[src/rtl/param_fetch_stage_pkg.sv]
// Shared types for the neuron parameter fetch stage: data width and the
// fetch sequencer state encoding.
package param_fetch_stage_pkg;

    localparam int DATA_W = 16;

    typedef enum logic [2:0] {
        FETCH_WI,
        CAP_WI,
        FETCH_IN,
        CAP_IN,
        PRESENT,
        DONE
    } state_e;

endpackage

[src/rtl/param_fetch_stage.sv]
// Parameter fetch stage: walks numInputs synapses, reads weight/index, then the
// indexed input, and presents each (input, weight) pair with a ready/accept handshake.
module param_fetch_stage #(
    parameter int DATA_W = param_fetch_stage_pkg::DATA_W
) (
    input  logic              clk,
    input  logic              rst,
    input  logic              readyNextParam,
    input  logic [DATA_W-1:0] numInputs,
    input  logic [DATA_W-1:0] offset,
    input  logic [DATA_W-1:0] weightVal,
    input  logic [DATA_W-1:0] indexVal,
    input  logic [DATA_W-1:0] inputVal,
    output logic [DATA_W-1:0] weightAddr,
    output logic [DATA_W-1:0] indexAddr,
    output logic [DATA_W-1:0] inputAddr,
    output logic [DATA_W-1:0] neuronWeight,
    output logic [DATA_W-1:0] neuronInput,
    output logic              paramsReady
);

    import param_fetch_stage_pkg::*;

    state_e            state_q, state_d;
    logic [DATA_W-1:0] cnt_q, cnt_d;
    logic [DATA_W-1:0] w_reg_q, w_reg_d;
    logic [DATA_W-1:0] input_addr_q, input_addr_d;
    logic [DATA_W-1:0] neuron_input_q, neuron_input_d;
    logic [DATA_W-1:0] neuron_weight_q, neuron_weight_d;
    logic              params_ready_q, params_ready_d;

    // NOTE: every *_d starts from its *_q so no path through the case leaves a
    // variable unassigned; that is what keeps this block free of latches.
    always_comb begin
        state_d         = state_q;
        cnt_d           = cnt_q;
        w_reg_d         = w_reg_q;
        input_addr_d    = input_addr_q;
        neuron_input_d  = neuron_input_q;
        neuron_weight_d = neuron_weight_q;
        params_ready_d  = params_ready_q;

        case (state_q)
            FETCH_WI: state_d = (cnt_q >= numInputs) ? DONE : CAP_WI;
            CAP_WI: begin
                w_reg_d      = weightVal;
                input_addr_d = indexVal + offset;
                state_d      = FETCH_IN;
            end
            FETCH_IN: state_d = CAP_IN;
            CAP_IN: begin
                neuron_input_d  = inputVal;
                neuron_weight_d = w_reg_q;
                params_ready_d  = 1'b1;
                state_d         = PRESENT;
            end
            PRESENT: begin
                if (readyNextParam) begin
                    params_ready_d = 1'b0;
                    cnt_d          = cnt_q + 1'b1;
                    state_d        = FETCH_WI;
                end
            end
            DONE:    params_ready_d = 1'b0;
            default: state_d = FETCH_WI;
        endcase
    end

    // NOTE: state registers use non-blocking assignments so every flop samples
    // the pre-edge values; blocking here would create order-dependent races.
    always_ff @(posedge clk) begin
        if (rst) begin
            state_q         <= FETCH_WI;
            cnt_q           <= '0;
            w_reg_q         <= '0;
            input_addr_q    <= '0;
            neuron_input_q  <= '0;
            neuron_weight_q <= '0;
            params_ready_q  <= 1'b0;
        end else begin
            state_q         <= state_d;
            cnt_q           <= cnt_d;
            w_reg_q         <= w_reg_d;
            input_addr_q    <= input_addr_d;
            neuron_input_q  <= neuron_input_d;
            neuron_weight_q <= neuron_weight_d;
            params_ready_q  <= params_ready_d;
        end
    end

    // Weight and index memories share one address: the registered pair count.
    assign weightAddr   = cnt_q;
    assign indexAddr    = cnt_q;
    assign inputAddr    = input_addr_q;
    assign neuronInput  = neuron_input_q;
    assign neuronWeight = neuron_weight_q;
    assign paramsReady  = params_ready_q;

endmodule

[config.mk]
export PLATFORM = sky130hd
export DESIGN_NAME = param_fetch_stage
export DESIGN_NICKNAME = d
export VERILOG_FILES = /design/src/rtl/param_fetch_stage_pkg.sv /design/src/rtl/param_fetch_stage.sv
export SDC_FILE = /design/constraint.sdc
export NUM_CORES = 1
export LEC_CHECK = 0
export CAP_MARGIN = 20
export CORE_MARGIN = 8
export CORE_UTILIZATION = 30
export DETAILED_ROUTE_END_ITERATION = 12
export GPL_TIMING_DRIVEN = 0
export PLACE_DENSITY = 0.71
export RECOVER_POWER = 25
export REMOVE_ABC_BUFFERS = 1
export SLEW_MARGIN = 20
export SYNTH_ARGS = -nofsm -noshare
export SYNTH_HDL_FRONTEND = slang
export SYNTH_SLANG_ARGS = --single-unit
[constraint.sdc]
create_clock -name clk -period 2.3 [get_ports clk]
set_clock_uncertainty 0.2 [all_clocks]
set_input_delay 0.46 -clock clk [delete_from_list [all_inputs] [get_ports clk]]
set_output_delay 0.46 -clock clk [all_outputs]
set_load 0.005 [all_outputs]
# Yosys cells after proc, flatten, opt, wreduce, memory -nomap -nowiden
# Cells that the tools add are included.
[totals] word_cells=27 regBits=84 inputBits=83
[classes] muxes=5 n_reduce_logical=5 n_addsub=2 order_cmp=1 n_eq_ne=6 bitwise=1
[ops] operator="$pmux 3 s6" n=1
[ops] operator="$add 16x1->16 const B" n=1
[ops] operator="$add 16x16->16" n=1
[ops] operator="$ge 16x16->1" n=1
[ops] operator="$eq 3x2->1 const B" n=2
[ops] operator="$eq 3x3->1 const B" n=2
[ops] operator="$mux 3" n=2
[ops] operator="$reduce_and 2->1" n=3
[ops] operator="$eq 3x1->1 const B" n=1
[ops] operator="$logic_not 3->1" n=1
[ops] operator="$pmux 1 s3" n=1
[ops] operator="$reduce_bool 3->1" n=1
[ops] operator="$ne 2x2->1 const B" n=1
[ops] operator="$mux 1" n=1
[ops] operator="$not 1->1" n=1

# Depth between registers and ports, before layout
# Gate-level depths: netlist of run 1.
[depth] ltp_word=3 depth_mapped=9 mapped_depth_nobuf=9

# Least setup slack after synthesis of run 1
# OpenSTA, ideal clock, no wires.
[synth_path] kind="input to register" startpoint="input port offset[0]" endpoint="register input_addr_q[8] (netlist: inputAddr[8])" path_stages=9 slack_ns=0.026 arrival_time_ns=1.954 path_buffers=0 cell_sequence="ha_1 > inv_1 > fa_1 > nand2b_1 > a21oi_1 > nor2b_1 > o21ai_0 > nor4b_1 > a211o_1"
[synth_between] elab_chain_cells=1
[synth_lines] item="start, declared" line="param_fetch_stage.sv:10" text="input logic [DATA_W-1:0] offset,"
[synth_lines] item="$add 16x16->16" line="param_fetch_stage.sv:47" text="input_addr_d = indexVal + offset;"
[synth_lines] item="end signal, assigned" line="param_fetch_stage.sv:84" text="input_addr_q <= input_addr_d;"
[synth_lines] item="end, declared" line="param_fetch_stage.sv:27" text="logic [DATA_W-1:0] input_addr_q, input_addr_d;"
# Every way passes these cells.
# A chain may end at the register's enable or synchronous reset.

# Worst setup path in the final report of run 1
[layout_path] startpoint="input port offset[2]" endpoint="register input_addr_q[9] (netlist: inputAddr[9])"
# The elaborated chain is that of the path after synthesis.

==> reports/results.ini, run 1 <==
[power]
power.leakage_nw = 2.57
pwr_density_cell_nw_per_um2 = 586
vdd_drop_max_v = 0.000324

[worst_setup_path]
critical_path.cell_chain = clkdlybuf4s50_1 > ha_4 > o211ai_1 > o21ai_2 > o21ai_2 > nand2_1 > nor4b_1 > a211o_1
cp_max_fo = 4
critPathArrivalTime_ns = 2.34
crit_path_top_delay_cell = clkdlybuf4s50_1
worst_ep_required_time_ns = 2.38
slowest_delay_ns = 0.51
crit_top_cell = o21ai_2
cp-end-kind = flip-flop
cp-start-kind = input pin
r2r_cells = 6
path_class = in -> reg

[detailed_routing]
wire_per_inst_um = 14.6
dr.pass1.iters = 4
postRouteAntennaNets = 0
drcViolationCount = 0
vias = 4234
routed_wirelength_um = 12800
drt_first_iter_violations = 224
vias_per_cell = 4.81

[place]
dp_hpwl_um = 8940
placed_area_sq_um = 6010
globalplace.congestion = 0.779
io_buffers = 163

[cts]
clkLatencyLatePin_ns = 0.33
cts_inserted_buffers = 9
cts_buffer_depth = 2
path_clk_slew_ns = 0.06
htree_levels = 3
root_buffer = clkbuf_16
clock-sinks = 84
cts_tree = built

[grt]
grt_pass1_vias = 4067
grt_pass1_wl_um = 20200
grt_max_degree = 64
gr-total-overflow = 0
antenna_found_initial = 0
grtUsageTotal_pct = 13.4

[floorplanning]
initial_core_util_pct = 30.4
row_count = 44
die_w_um = 137
die-area_sq_um = 18700
core_area_sq_um = 14400
io_pins = 164
chipHeight_um = 137

[outcome]
outcome = completed

[logic_synthesis]
ys_ff_latch = 84
synth_flop_cell = dfxtp_1
synth_cell_type_count = 50
yosys_warnings = 0
synth.cell_area_sq_um = 4370
yosysSeqAreaShare_pct = 38.5
synth_cells = 552
async_reset_ff_share_pct = 0
synth_edf_count = 0
syn_avg_cell_area_sq_um = 7.91

[timing]
slew_headroom_pct = 53.6
hold_viol = 0
holdWs_ns = 0.249
worst_pin_slew_ns = 0.695
slew_viol_final = 0
setup_viol = 0
fmax_mhz = 443
fin_crit_sh_pct = 98.2
fin_crit_ns = 2.26

[layout]
area_growth_pct = 51.5
fillers = 1406
drive_gt1_share_pct = 9.76
finalNetCount = 808
diodes = 0
fin_area_sq_um = 6610

[job]
drv_cap = 0

[worst_hold_path]
hp-class = reg -> reg
worstHoldPathCells = 2

## cell usage in the layout, fill, tap and decap left out, types with 3 or more instances in the layout
master and n:
or3_1 4, dfxtp_1 84, nand2b_4 3, nand2_1 123, nand3_1 9, ha_1 23
a21oi_1 75, mux2i_1 3, inv_1 23, a211oi_1 4, dlymetal6s2s_1 4, xor2_1 13
a31oi_1 5, a21oi_2 3, nand4_1 7, o21ai_0 19, nor2_1 28, o21ai_2 3
ha_2 6, dlygate4sd3_1 16, xnor2_1 7, clkbuf_16 9, a21oi_4 4, and3_1 4
o21a_1 3, clkdlybuf4s50_1 140, nor3_1 7, buf_4 10, ha_4 3, o211ai_1 5
## Yosys cell counts, types with 2 or more instances
library cell	n	area share, %
nand2_1	124	11
dfxtp_1	84	39
a21oi_1	82	9.4
ha_1	32	9.2
nor2_1	28	2.4
inv_1	24	2.1
o21ai_0	22	2.5
buf_4	16	2.8
clkbuf_1	16	1.4
xor2_1	13	2.6
buf_2	9	1.0
nand3_1	9	1.0
xnor2_1	8	1.6
nand4_1	7	1.0
nor3_1	7	0.80
a211oi_1	6	1.0
a31oi_1	6	0.86
o211ai_1	5	0.86
and3_1	4	0.57
nand2b_1	4	0.57
nor2b_1	4	0.57
or3_1	4	0.57
mux2i_1	3	0.69
o21a_1	3	0.52
a211o_1	2	0.40
a21o_1	2	0.34
buf_6	2	0.52
nor3b_1	2	0.34
nor4b_1	2	0.40
o21ai_1	2	0.23
## worst paths after layout
path / startpoint / end / slack (ns)
min reg2reg: neuronInput[8] / neuronInput[8] / 0.25
max reg2reg: state_q[1] / inputAddr[14] / 0.22
min: neuronInput[8] / neuronInput[8] / 0.25
max: offset[2] / inputAddr[9] / 0.04
## repair_timing
| action | CTS | global route |
|---|---|---|
| pin swaps | 9 | 8 |
| endpoints found under the hold margin | 0 | 0 |
| hold buffers | 0 | 0 |
| setup buffers | 5 | 5 |
| gates resized for setup | 26 | 27 |
| setup endpoints to repair | 9 | 10 |
## power breakdown
group          leakage (nW)  switching [mW]  total, mW  internal, mW
registers             0.682          0.0487       1.58          1.53
clock network         0.144           0.624       1.48         0.854
logic                  1.75           0.386      0.811         0.425
## cells by family after synthesis
family	after synthesis	synth area share [%]
AO/OA/AOI/OAI	137	17.5
XOR/XNOR	21	4.21
adder cells (fa/ha/maj)	33	9.63
buffers and inverters	69	7.94
flip-flops	84	38.5
multiplexers	3	0.688
AND/OR/NAND/NOR	205	21.5
## sequential cells by signal (all words and copies together), names as in the netlist
name          count
indexAddr        16
inputAddr        16
neuronInput      16
neuronWeight     16
paramsReady       1
state_q           3
w_reg_q          16
## layout make-up
type | instances | area [sq um] | share of cell area [%]
clock inverters | 6 | 72.6 | 1.10
inverters | 24 | 90.1 | 1.36
well taps | 184 | 230 | 3.48
repair buffers | 174 | 1740 | 26.4
clock buffers | 10 | 229 | 3.46
multi-input cells | 399 | 2570 | 38.8
flip-flops and latches | 84 | 1680 | 25.4
## worst max-delay path: cells and delay by family
family | cells | cell delay (ns)
compound gates | 4 | 0.73
fa+ha+maj | 1 | 0.23
buf+inv | 1 | 0.51
simple gates | 2 | 0.41
## metrics by stage
| step | TNS (ns) | cells | setup slack, ns | total power [mW] | utilization [%] |
|---|---|---|---|---|---|
| 2_1_floorplan | -0.00388 | 507 | -0.00388 | 1.94 | - |
| 3_3_place_gp | -126.04 | 854 | -2.39 | 2.32 | 41.6 |
| 3_5_place_dp | -6.17 | 855 | -0.765 | 2.33 | 41.8 |
| 4_1_cts | 0 | 876 | 0.00306 | 3.87 | 44.8 |
| 5_1_grt | -0.00154 | 881 | -0.00154 | 4.08 | 46.0 |
| 6_report | 0 | 881 | 0.0425 | 3.87 | 46.0 |
## routing by layer
layer	up-vias	track usage [%]	routed length, um
met5	-	0	0
met4	0	4.03	174
met3	15	4.59	1040
met2	140	20.8	5700
met1	1941	17.1	5920
li1	2138	-	-
Note: power is estimated with default switching activity, not from simulation.
==> inputs of run 2 (changes only) <==
ABC_CLOCK_PERIOD_IN_PS = 2300   (was not set)
SKIP_CTS_REPAIR_TIMING = 1   (was not set)
SLEW_MARGIN = not set   (was 20)
==> run 2 against run 1 <==
Against the previous run: the run now ends with negative setup slack left; highest routed layer unchanged; largest power group unchanged; final cell count decreased by 0.34%; flip-flop and latch count is the same; via count down 1.6%; register-to-register slack barely moved.
==> reports/results.ini, run 2 (synthesis results as in run 1) <==
[power]
p_seq_share_pct = 40.8  ; was 40.9%
p_switching_mw = 1.05  ; was 1.06 mW
pwr_density_cell_nw_per_um2 = 584  ; was 586 nW/um^2
power.leakage_nw = 2.50  ; was 2.57 nW
swShare_pct = 27.1  ; was 27.3%
p_int_mw = 2.82  ; was 2.81 mW
comb_power_share_pct = 21.2  ; was 21.0%
vdd_drop_max_v = 0.000319  ; was 0.000324 V
clockPowerShare_pct = 37.9  ; was 38.2%

[detailed_routing]
vias_per_cell = 4.75  ; was 4.81
wire_per_inst_um = 14.4  ; was 14.6 um
postRouteAntennaNets = 0  ; unchanged
drt_first_iter_violations = 175  ; was 224
drcViolationCount = 0  ; unchanged
vias = 4168  ; was 4,234
routed_wirelength_um = 12600  ; was 12,800 um
dr.pass1.iters = 4  ; unchanged

[grt]
gr-total-overflow = 0  ; unchanged
grtUsageTotal_pct = 12.9  ; was 13.4%
antenna_found_initial = 0  ; unchanged
grt_pass1_vias = 3975  ; was 4,067
grt_pass1_wl_um = 19600  ; was 20,200 um
grt_max_degree = 88  ; was 64

[layout]
utilization_pct = 46.1  ; was 46.0%
final_common_cell = clkdlybuf4s50_1  ; unchanged
finalNetCount = 805  ; was 808
regArea_sq_um = 1680  ; unchanged
diodes = 0  ; unchanged
area_growth_pct = 51.8  ; was 51.5%
drive_gt1_share_pct = 9.08  ; was 9.76%
final_cell_mix = clkdlybuf4s50_1, nand2_1, dfxtp_1  ; unchanged
fin_area_sq_um = 6630  ; was 6610 sq um
multi_input_area_sq_um = 2570  ; about the same
fillers = 1393  ; was 1,406

[place]
dp_slack_ns = -0.745  ; was -0.765 ns
placed_area_sq_um = 6050  ; was 6010 sq um
globalplace.congestion = 0.779  ; unchanged
io_buffers = 163  ; unchanged
dp_hpwl_um = 9020  ; was 8940 um

[timing]
hold_viol = 0  ; unchanged
holdWs_ns = 0.246  ; was 0.249 ns
fmax_mhz = 434  ; was 443 MHz
setup_viol = 1  ; was 0
fin_crit_ns = 2.31  ; was 2.26 ns
slew_viol_final = 0  ; unchanged
fin_crit_sh_pct = 100  ; was 98.2%
worst_pin_slew_ns = 0.934  ; was 0.695 ns
slew_headroom_pct = 37.8  ; was 53.6%
grt_setup_unrepaired = yes
setup_slack_ns = -0.00527  ; was 0.0425 ns

[floorplanning]
initial_core_util_pct = 30.4  ; unchanged
die_w_um = 137  ; unchanged
row_count = 44  ; unchanged
core_area_sq_um = 14400  ; unchanged
io_pins = 164  ; unchanged
die-area_sq_um = 18700  ; unchanged
chipHeight_um = 137  ; unchanged

[worst_setup_path]
critPathArrivalTime_ns = 2.31  ; was 2.34 ns
cp_max_fo = 4  ; unchanged
path_class = in -> reg  ; unchanged
cp-start-kind = input pin  ; unchanged
r2r_cells = 7  ; was 6
cp-end-kind = flip-flop  ; unchanged
worst_ep_required_time_ns = 2.31  ; was 2.38 ns

[worst_hold_path]
worstHoldPathCells = 2  ; unchanged
hp-class = reg -> reg  ; unchanged

[job]
drv_cap = 0  ; unchanged

[cts]
cts_tree = built  ; unchanged
path_clk_slew_ns = 0.06  ; about the same
cts_inserted_buffers = 9  ; unchanged
cts_buffer_depth = 2  ; unchanged
clkLatencyLatePin_ns = 0.33  ; about the same
clock-sinks = 84  ; unchanged
htree_levels = 3  ; unchanged
root_buffer = clkbuf_16  ; unchanged

[outcome]
violations = negative setup slack
outcome = complete, but fails checks  ; was completed

[run 2: cell type report]
type / count / share of cell area, %
tap: 184 / 3.47
clock inverter: 6 / 1.09
clock buffer: 10 / 3.45
timing repair buffer: 171 / 26.5
sequential: 84 / 25.4
inverter: 24 / 1.36
multi-input combinational: 399 / 38.8
[run 2: power by group through the flow]
stage / sequential (mW) / clock (mW) / combinational (mW)
2_1_floorplan: 1.61 / 0 / 0.331
3_3_place_gp: 1.61 / 0 / 0.704
3_5_place_dp: 1.61 / 0 / 0.733
4_1_cts: 1.58 / 1.52 / 0.738
5_1_grt: 1.59 / 1.60 / 0.899
6_report: 1.58 / 1.47 / 0.822
[run 2: critical path, cell delays in order]
cell,delay [ns]
clkdlybuf4s50_1,0.51
ha_4,0.23
o211ai_1,0.22
o21ai_2,0.13
buf_4,0.15
a31oi_1,0.21
xor2_1,0.28
o21ai_0,0.11
[run 2: final timing paths]
check              from               to  slack (ns)
max           offset[2]     inputAddr[7]      -0.005
min          w_reg_q[2]  neuronWeight[2]        0.25
max reg2reg  state_q[0]    inputAddr[13]        0.22
min reg2reg  w_reg_q[2]  neuronWeight[2]        0.25
[run 2: metrics by stage]
stage	total power [mW]	std cells	setup TNS [ns]
detailed placement	2.35	858	-6.27
global route	4.09	878	-0.0578
floorplan	1.94	507	-0.00388
global placement	2.32	854	-126.04
CTS	3.84	874	-1.90
finish	3.87	878	-0.00527
[run 2: layer usage]
| metal | GRT usage (%) | share of wire (%) |
|---|---|---|
| met1 | 16.8 | 47 |
| met5 | 0 | 0 |
| met4 | 3.29 | 0.69 |
| met3 | 4.66 | 7.7 |
| met2 | 19.6 | 45 |
==> inputs of run 3 (changes only) <==
ABC_AREA = 1   (was not set)
CORE_ASPECT_RATIO = 0.7   (was not set)
==> run 3 against run 2 <==
Against the previous run: the run now ends clean; core utilization down 1.1 points; via count up 5.1%; wire length increased by 3.7%; sequential power increased by 3%; synthesized cell count rose by 15%; first-iteration DRC count increased by 41%; power grew 0.81%; maximum frequency increased by 3.4%; hold slack improved by 0.0084 ns; critical endpoint is now inputAddr[6]; largest cell class unchanged; largest power group unchanged.
==> reports/results.ini, run 3 <==
[grt]
gr-total-overflow = 0  ; unchanged
antenna_found_initial = 0  ; unchanged
grt_pass1_wl_um = 20700  ; was 19,600 um
grt_max_degree = 55  ; was 88
grtUsageTotal_pct = 12.9  ; about the same
grt_pass1_vias = 4078  ; was 3,975
met3_usage_pct = 6.26  ; was 4.66%
grt-busiest-layer = met2  ; unchanged
gr-usage-met2_pct = 18.9  ; was 19.6%
use_met1_pct = 16.7  ; was 16.8%

[timing]
fin_crit_ns = 2.23  ; was 2.31 ns
slew_viol_final = 0  ; unchanged
setup_viol = 0  ; was 1
fmax_mhz = 448  ; was 434 MHz
grt_setup_unrepaired = yes  ; unchanged
hold_viol = 0  ; unchanged
slew_headroom_pct = 29.7  ; was 37.8%
fin_crit_sh_pct = 97.0  ; was 100%
worst_pin_slew_ns = 1.05  ; was 0.934 ns
setup_slack_ns = 0.0699  ; was -0.00527 ns

[logic_synthesis]
synth_flop_cell = dfxtp_1  ; unchanged
yosysSeqAreaShare_pct = 37.1  ; was 38.5%
synth_cell_type_count = 35  ; was 50
ys_ff_latch = 84  ; unchanged
synth_edf_count = 0  ; unchanged
synth.most_common_cell = nand2_1  ; unchanged
syn_avg_cell_area_sq_um = 7.16  ; was 7.91 sq um
yosys_warnings = 0  ; unchanged
async_reset_ff_share_pct = 0  ; unchanged
synthTopCellsByCount = nand2_1, inv_1, dfxtp_1  ; was nand2_1, dfxtp_1, a21oi_1
synth_cells = 634  ; was 552
synth.largest_area_cell = dfxtp_1  ; unchanged
synth.area.top_cells = dfxtp_1, ha_1, nand2_1  ; was dfxtp_1, nand2_1, a21oi_1
synth_top_area_share_pct = 37.1  ; was 38.5%
synth.cell_area_sq_um = 4540  ; was 4370 sq um

[cts]
clkLatencyLatePin_ns = 0.34  ; was 0.33 ns
clock-sinks = 84  ; unchanged
cts_inserted_buffers = 9  ; unchanged
path_clk_slew_ns = 0.07  ; was 0.06 ns
cts_buffer_depth = 2  ; unchanged
cts_tree = built  ; unchanged
root_buffer = clkbuf_16  ; unchanged
htree_levels = 3  ; unchanged

[detailed_routing]
drcViolationCount = 0  ; unchanged
vias = 4382  ; was 4,168
wire_per_inst_um = 13.4  ; was 14.4 um
vias_per_cell = 4.48  ; was 4.75
dr.pass1.iters = 4  ; unchanged
postRouteAntennaNets = 0  ; unchanged
routed_wirelength_um = 13100  ; was 12,600 um
drt_first_iter_violations = 246  ; was 175

[worst_setup_path]
critPathArrivalTime_ns = 2.32  ; was 2.31 ns
cp_max_fo = 4  ; unchanged
r2r_end = neuronWeight[4]  ; was inputAddr[13]
slowest_delay_ns = 0.47  ; was 0.51 ns
crit_start = indexVal[0]  ; was offset[2]
r2r_cells = 4  ; was 7
reg2reg_slack_ns = 0.19  ; was 0.22 ns
r2r_start = state_q[1]  ; was state_q[0]
cp-start-kind = input pin  ; unchanged
crit_top_cell = inv_1
path_class = in -> reg  ; unchanged
worst_ep_required_time_ns = 2.39  ; was 2.31 ns
cp-endpoint = inputAddr[6]  ; was inputAddr[7]
cp-end-kind = flip-flop  ; unchanged
critical_path.cell_chain = clkdlybuf4s50_1 > ha_2 > inv_1 > fa_2 > inv_1 > nand3_1 > nand2_2 > nand2_1 > nand2_2 > buf_4 > xor2_1 > o21bai_1 > inv_1  ; was clkdlybuf4s50_1 > ha_4 > o211ai_1 > o21ai_2 > buf_4 > a31oi_1 > xor2_1 > o21ai_0
crit_path_top_delay_cell = clkdlybuf4s50_1  ; unchanged

[layout]
drive_gt1_share_pct = 5.99  ; was 9.08%
utilization_pct = 45.0  ; was 46.1%
final_common_cell = clkdlybuf4s50_1  ; unchanged
fin_area_sq_um = 6630  ; about the same
area_growth_pct = 46.1  ; was 51.8%
final_cell_mix = clkdlybuf4s50_1, nand2_1, inv_1  ; was clkdlybuf4s50_1, nand2_1, dfxtp_1
finalNetCount = 895  ; was 805
diodes = 0  ; unchanged
stdcell_count = 979  ; was 878

[floorplanning]
initial_core_util_pct = 30.8  ; was 30.4%
chipHeight_um = 119  ; was 137 um
core_area_sq_um = 14700  ; was 14,400 sq um
die-area_sq_um = 19400  ; was 18,700 sq um
io_pins = 164  ; unchanged
die_w_um = 163  ; was 137 um
row_count = 37  ; was 44

[place]
globalplace.congestion = 0.827  ; was 0.779
dp.cells = 957  ; was 858
dp_hpwl_um = 9780  ; was 9020 um
dp_slack_ns = -0.425  ; was -0.745 ns
placed_area_sq_um = 6250  ; was 6050 sq um
io_buffers = 163  ; unchanged

[outcome]
outcome = completed  ; was complete, but fails checks

[power]
power_mw = 3.91  ; was 3.87 mW
vdd_drop_max_v = 0.000397  ; was 0.000319 V
pwr_density_cell_nw_per_um2 = 589  ; was 584 nW/um^2
power.leakage_nw = 2.96  ; was 2.50 nW

[job]
drv_cap = 0  ; unchanged

[worst_hold_path]
hp-class = reg -> reg  ; unchanged
worstHoldPathCells = 2  ; unchanged

## run 3: changes by cell type after synthesis, sizes merged, moves of 7 or more
cell	before	now
inv	24	94
o21ai	25	70
nor2	29	73
nand2	124	99
nand3	9	31
a21oi	82	66
xor2	13	3
clkbuf	17	9
o21a	3	10
## run 3: power breakdown
| part | internal (mW) | switching, mW |
|---|---|---|
| clock network | 0.770 | 0.676 |
| logic | 0.434 | 0.402 |
| registers | 1.57 | 0.0535 |
| total | 2.77 | 1.13 |
## run 3: worst min-delay path by stage
stage | startpoint | end | slack, ns
after floorplan | w_reg_q[0] | neuronWeight[0] | 0.23
after global placement | w_reg_q[0] | neuronWeight[0] | 0.24
after detailed placement | w_reg_q[13] | w_reg_q[13] | 0.24
after CTS | w_reg_q[13] | w_reg_q[13] | 0.25
after global routing | w_reg_q[7] | w_reg_q[7] | 0.28
final | w_reg_q[13] | w_reg_q[13] | 0.25
## run 3: cells by family (layout without fill, tap and decap cells)
logic type               after synthesis  count (layout)  share of synthesized area (%)
XOR/XNOR                               6               6                           1.16
AO/OA/AOI/OAI                        155             155                           18.1
buffers and inverters                131             280                           12.6
AND/OR/NAND/NOR                      225             226                           21.8
flip-flops                            84              84                           37.1
adder cells (fa/ha/maj)               33              33                           9.27
## run 3: worst max-delay path: cells and delay by family
family,cells,cell delay [ns]
buf+inv,5,0.76
fa+ha+maj,2,0.52
simple gates,4,0.34
xor+xnor,1,0.15
compound gates,1,0.08
## run 3: final cells by class
type,instances,area [sq um]
Sequential cell,84,1680
Clock buffer,9,225
Tap cell,195,244
Fill cell,1489,8100
Inverter,94,353
Clock inverter,7,76.3
Multi-Input combinational cell,420,2330
Timing Repair Buffer,170,1720
## run 3: layer usage
metal | wire length [um] | vias to the layer above
met5 | 0 | -
met4 | 104 | 0
met3 | 1390 | 9
met2 | 5330 | 124
met1 | 6280 | 1916
li1 | - | 2333
## run 3: stage by stage
stage / setup TNS [ns] / hold slack (ns)
after floorplan: -6.14 / 0.232
after global placement: -96.77 / 0.240
final: 0 / 0.255
after detailed placement: -4.53 / 0.243
after global routing: -0.0184 / 0.275
after CTS: -0.122 / 0.254
